**config.mk**
```make
export PLATFORM = sky130hd
export DESIGN_NAME = rom_read_arbiter
export DESIGN_NICKNAME = d
export VERILOG_FILES = /design/src/rtl/rom_arb_pkg.sv /design/src/rtl/rr_arbiter2.sv /design/src/rtl/rom_read_arbiter.sv
export SDC_FILE = /design/constraint.sdc
export NUM_CORES = 1
export LEC_CHECK = 0
export CAP_MARGIN = 10
export CORE_UTILIZATION = 41
export DETAILED_ROUTE_END_ITERATION = 10
export GPL_TIMING_DRIVEN = 0
export PLACE_DENSITY = 0.87
export SYNTH_ARGS = -nofsm -noshare
export SYNTH_HDL_FRONTEND = slang
export SYNTH_HIERARCHICAL = 1
export SYNTH_SLANG_ARGS = --single-unit
```
**constraint.sdc**
```tcl
create_clock -name clk -period 1.9 [get_ports clk]
set_input_delay 0.285 -clock clk [delete_from_list [all_inputs] [get_ports clk]]
set_output_delay 0.285 -clock clk [all_outputs]
set_load 0.02 [all_outputs]
```
**src/rtl/rom_arb_pkg.sv**
```systemverilog
// Shared constants, state encoding and pipeline tag type for the ROM read arbiter.
package rom_arb_pkg;

    localparam int NREQ   = 2;
    localparam int ADDR_W = 6;
    localparam int DATA_W = 8;
    localparam int LEN_W  = 3;
    localparam int ID_W   = 1;

    // FSM state encoding
    localparam logic ST_IDLE_ENC  = 1'b0;
    localparam logic ST_ISSUE_ENC = 1'b1;

    typedef enum logic {
        IDLE  = ST_IDLE_ENC,
        ISSUE = ST_ISSUE_ENC
    } state_e;

    // Field offsets inside the flattened per-requester request buses
    localparam int REQ0_ADDR_LSB = 0;
    localparam int REQ1_ADDR_LSB = ADDR_W;
    localparam int REQ0_LEN_LSB  = 0;
    localparam int REQ1_LEN_LSB  = LEN_W;

    // Tag that travels alongside each ROM read until its byte is captured
    typedef struct packed {
        logic valid;
        logic id;
        logic last;
    } tag_t;

endpackage

```
**src/rtl/rr_arbiter2.sv**
```systemverilog
// Two-way round-robin arbiter. The pointer names the requester that wins a
// tie; after every grant it moves to the requester that did not win.
module rr_arbiter2 (
    input  logic       clk,
    input  logic       rst_n,
    input  logic [1:0] req_i,
    input  logic       adv_i,
    output logic [1:0] grant_o,
    output logic       ptr_o
);

    logic ptr_q;
    logic ptr_d;

    // One-hot grant; a lone requester wins regardless of the pointer
    always_comb begin
        grant_o = 2'b00;
        ptr_d   = ptr_q;
        unique case (req_i)
            2'b01:   grant_o = 2'b01;
            2'b10:   grant_o = 2'b10;
            2'b11:   grant_o = ptr_q ? 2'b10 : 2'b01;
            default: grant_o = 2'b00;
        endcase
        if (adv_i && (grant_o != 2'b00)) begin
            ptr_d = ~grant_o[1];
        end
    end

    // Priority pointer register, starts at requester 0
    always_ff @(posedge clk or negedge rst_n) begin
        if (!rst_n) begin
            ptr_q <= 1'b0;
        end else begin
            ptr_q <= ptr_d;
        end
    end

    assign ptr_o = ptr_q;

endmodule

```
**src/rtl/rom_read_arbiter.sv**
```systemverilog
// Shares the byte-addressed ROM between two burst-read requesters. A granted
// burst drives one ROM address per cycle; a two-stage tag pipeline follows
// the one-cycle ROM latency and returns each byte tagged with its owner.
module rom_read_arbiter
    import rom_arb_pkg::*;
(
    input  logic                   clk,
    input  logic                   rst_n,
    input  logic [NREQ-1:0]        req_valid,
    input  logic [NREQ*ADDR_W-1:0] req_addr,
    input  logic [NREQ*LEN_W-1:0]  req_len_m1,
    output logic [NREQ-1:0]        req_ready,
    output logic [ADDR_W-1:0]      rom_addr,
    input  logic [DATA_W-1:0]      rom_dout,
    output logic                   rsp_valid,
    output logic                   rsp_id,
    output logic [DATA_W-1:0]      rsp_data,
    output logic                   rsp_last,
    output logic                   busy
);

    state_e              state_q, state_d;
    logic [ADDR_W-1:0]   curAddr_q, curAddr_d;
    logic [LEN_W-1:0]    remaining_q, remaining_d;
    logic                curId_q, curId_d;

    tag_t                s1Tag_q;
    logic                rspValid_q;
    logic                rspId_q;
    logic [DATA_W-1:0]   rspData_q;
    logic                rspLast_q;

    logic [NREQ-1:0]     arbReq;
    logic [NREQ-1:0]     arbGrant;
    logic                arbPtr;
    logic                advEn;
    logic                grantId;
    logic [NREQ-1:0]     readyRaw;

    // Arbitration only happens in IDLE, so requests are hidden elsewhere
    assign arbReq = (state_q == IDLE) ? req_valid : '0;
    assign advEn  = (state_q == IDLE);

    rr_arbiter2 u_arb (
        .clk     (clk),
        .rst_n   (rst_n),
        .req_i   (arbReq),
        .adv_i   (advEn),
        .grant_o (arbGrant),
        .ptr_o   (arbPtr)
    );

    // Field-mux select: the same winner the arbiter picks, taken from the
    // pointer on a tie so the mux select does not wait on the one-hot grant
    assign grantId = (req_valid == 2'b11) ? arbPtr : req_valid[1];

    // Next-state logic: accept a burst in IDLE, walk its addresses in ISSUE
    always_comb begin
        state_d     = state_q;
        curAddr_d   = curAddr_q;
        remaining_d = remaining_q;
        curId_d     = curId_q;
        readyRaw    = '0;
        unique case (state_q)
            IDLE: begin
                if (req_valid != '0) begin
                    readyRaw    = arbGrant;
                    curId_d     = grantId;
                    curAddr_d   = grantId ? req_addr[REQ1_ADDR_LSB +: ADDR_W]
                                          : req_addr[REQ0_ADDR_LSB +: ADDR_W];
                    remaining_d = grantId ? req_len_m1[REQ1_LEN_LSB +: LEN_W]
                                          : req_len_m1[REQ0_LEN_LSB +: LEN_W];
                    state_d     = ISSUE;
                end
            end
            ISSUE: begin
                if (remaining_q == '0) begin
                    state_d = IDLE;
                end else begin
                    curAddr_d   = curAddr_q + 1'b1;
                    remaining_d = remaining_q - 1'b1;
                end
            end
            default: state_d = IDLE;
        endcase
    end

    // FSM and burst-address registers; the address holds after the last byte
    always_ff @(posedge clk or negedge rst_n) begin
        if (!rst_n) begin
            state_q     <= IDLE;
            curAddr_q   <= '0;
            remaining_q <= '0;
            curId_q     <= 1'b0;
        end else begin
            state_q     <= state_d;
            curAddr_q   <= curAddr_d;
            remaining_q <= remaining_d;
            curId_q     <= curId_d;
        end
    end

    // Response pipeline: stage 1 tag lines up with rom_dout, stage 2 captures it
    always_ff @(posedge clk or negedge rst_n) begin
        if (!rst_n) begin
            s1Tag_q    <= '0;
            rspValid_q <= 1'b0;
            rspId_q    <= 1'b0;
            rspData_q  <= '0;
            rspLast_q  <= 1'b0;
        end else begin
            s1Tag_q    <= {(state_q == ISSUE), curId_q, (remaining_q == '0)};
            rspValid_q <= s1Tag_q.valid;
            rspId_q    <= s1Tag_q.id;
            rspData_q  <= rom_dout;
            rspLast_q  <= s1Tag_q.last;
        end
    end

    // Accept strobe is forced low while reset is asserted
    assign req_ready = readyRaw & {NREQ{rst_n}};
    assign rom_addr  = curAddr_q;
    assign rsp_valid = rspValid_q;
    assign rsp_id    = rspId_q;
    assign rsp_data  = rspData_q;
    assign rsp_last  = rspLast_q;
    assign busy      = (state_q == ISSUE) | s1Tag_q.valid | rspValid_q;

endmodule

```
==> results_dict.tcl <==
set metrics [dict create \
    clock-root-buffer "clkbuf_4" \
    worst_slack_ns 0.0353 \
    hold_violations 0 \
    reg2reg_slack_ns 0.21 \
    cts.sinks 26 \
    n_fill_cell 199 \
    htree_levels 1 \
    crit_family "buffers and inverters" \
    power_density_mw_per_mm2 1300 \
    die_w_microns 54.9 \
    grt_overflow 0 \
    grt_antenna_before_repair 0 \
    dp.cells 179 \
    cts_tree "done" \
    synth_warnings 6 \
    vias_per_cell 5.39 \
    synth_nets 134 \
    cts_buffer_depth 2 \
    criticalPathCategory "input pin to output port" \
    hp-class "input pin to asynchronous set/reset pin" \
    cp_max_fo 5 \
    port_buffers 48 \
    grtUsageTotal_pct 21.9 \
    hold_ws_ns 0.0629 \
    min_period_ns 1.86 \
    synth.avg_cell_area_sq_um 11.4 \
    crit_path_top_delay_cell "clkdlybuf4s50_1" \
    drc 0 \
    first_iter_violations 14 \
    final_util_pct 68.3 \
    setup_viol 0 \
    fp.dieH_microns 54.9 \
    fin_setup_tns_ns 0 \
    final_nets 190 \
    final_cell_mix "44 x clkdlybuf4s50_1, 25 x dfrtp_1, 7 x o21ai_0, 6 x nand2_1, 6 x nor3_1" \
    firstDrtPassIters 4 \
    dp_hpwl_mm 2.17 \
    core-area_sq_mm 0.00257 \
    gp_congestion 0.867 \
    hold_buffers 0 \
    cts_buffers 3 \
    worst_pin_slew_ns 0.654 \
    fin_skew_ns 0.00238 \
    area_delta_synth_final_pct 52.6 \
    grt_pass1_vias 968 \
    layout.cells.non_filler 186 \
    critPathMaxStageDelay_ns 0.60 \
    maxSlewHeadroom_pct 56.4 \
    maxSlewViolCount 0 \
    irDropWorstVdd_mv 1.01 \
    insertedDiodeCount 0 \
    drive_gt1_share_pct 14.1 \
    final_common_cell "clkdlybuf4s50_1" \
    regToRegStartpoint "remaining_q[0]" \
    cp.depth 5 \
    insertion_delay_ns 0.32 \
    wl_per_cell_microns 15.3 \
    r2r_end "rom_addr[5]" \
    grt_max_degree 29 \
    r2r_cells 6 \
    synth_cells 101 \
    clock.fmax_mhz 536 \
    pin_count 50 \
    via_count 1003 \
    critPathArrivalTime_ns 1.58 \
    fin_crit_sh_pct 98.1 \
    critPathCaptureType "output port" \
    critPathRequiredTime_ns 1.62 \
    clk_pin_slew_ns 0.13 \
    ys_ff_latch 26 \
    start_kind "input pin" \
    die_area_sq_mm 0.00302 \
    synth_area_sq_mm 0.00115 \
    path_buf_inv 2 \
    synth_cell_types 32 \
    ff_latch_area_sq_um 652 \
    drt-total-wl_mm 2.85 \
    ys_seq_area_share_pct 56.6 \
    start_util_pct 44.7 \
    multiInputGateArea_sq_um 480 \
    grt_first_pass_wirelength_mm 4.35 \
    dp_slack_ns -0.888 \
    num_rows 18 \
    leakagePower_nw 0.775 \
    antenna_left 0 \
    path_cells "clkdlybuf4s50_1 > nor2b_4 > a21boi_1 > and3_1 > buf_4" \
    status "complete, no violations" \
    max_cap_viol_count 0 \
]
[worst max-delay path by stage]
stage / from / endpoint
2_1_floorplan: remaining_q[0] / rom_addr[5]
3_3_place_gp: rst_n / req_ready[1]
3_5_place_dp: rst_n / req_ready[0]
4_1_cts: state_q / busy
5_1_grt: req_valid[0] / req_ready[0]
6_report: req_valid[0] / req_ready[0]
[routing by layer]
layer | global-route usage [%] | vias to the layer above | share of wire (%)
met3 | 5.19 | 6 | 5.9
li1 | - | 476 | -
met5 | 0 | - | 0
met1 | 25.0 | 482 | 40
met4 | 11.3 | 0 | 1.9
met2 | 38.0 | 39 | 52
[through the flow]
step                power [W]  instance area [sq um]
floorplan             0.00153                   1150
global placement      0.00189                   1670
detailed placement    0.00196                   1670
CTS                   0.00227                   1730
global route          0.00246                   1750
finish                0.00228                   1750
[Yosys cell counts (all sizes together)]
library cell / number / area share (%)
a211oi: 2 / 1.3
a21o: 1 / 1.3
nand2b: 2 / 1.1
a31oi: 1 / 0.55
inv: 5 / 1.6
nor4: 1 / 0.55
a22oi: 1 / 0.65
ha: 3 / 3.3
nor3: 7 / 3.0
or3: 1 / 0.55
a32oi: 2 / 1.5
nor2: 4 / 1.3
a221oi: 1 / 0.76
dfrtp: 26 / 57
and3: 3 / 1.6
o21ai: 7 / 3.0
buf: 3 / 2.4
o31a: 1 / 0.87
o211a: 1 / 0.87
a21oi: 4 / 1.7
mux2i: 5 / 4.4
a2111o: 1 / 0.98
nand2: 6 / 2.0
nand4: 1 / 0.55
mux2: 1 / 0.98
o21bai: 1 / 0.65
o211ai: 2 / 1.3
a21boi: 3 / 2.0
nor2b: 3 / 1.6
nand3: 2 / 0.87
[cell families (layout without fill, tap and decap cells)]
logic type	Yosys count	in the layout	synth area share [%]
multiplexers	6	6	5.34
AO/OA/AOI/OAI	28	28	17.5
flip-flops	26	26	56.6
buffers and inverters	8	63	4.03
adder cells (fa/ha/maj)	3	3	3.27
AND/OR/NAND/NOR	30	30	13.2
[power breakdown]
| part | switching [W] | internal, W | leakage (nW) |
|---|---|---|---|
| clock network | 0.000155 | 0.000117 | 0.0210 |
| registers | 0.000162 | 0.000747 | 0.304 |
| logic | 0.000550 | 0.000550 | 0.450 |
| total | 0.000867 | 0.00141 | 0.775 |
[sequential cells by signal, indices dropped and copies added (netlist names)]
name	count
rsp_data	8
rom_addr	6
remaining_q	3
s1Tag_q	3
curId_q	1
rsp_id	1
rsp_last	1
rsp_valid	1
state_q	1
u_arb/ptr_o	1
[repair_timing]
action                                  CTS  global route
endpoints found under the setup margin    3             3
pin swaps                                 0             0
buffers inserted                          3             0
gates resized for setup                  19             8
[layout make-up]
cell class / instances / share of cell area (%)
tap: 30 / 2.14
timing repair buffer: 51 / 28.2
multi-input combinational: 67 / 27.4
clock buffer: 4 / 2.07
inverter: 5 / 1.07
sequential: 26 / 37.2
buffer: 3 / 1.93
Power figures use the tool's default switching activity.
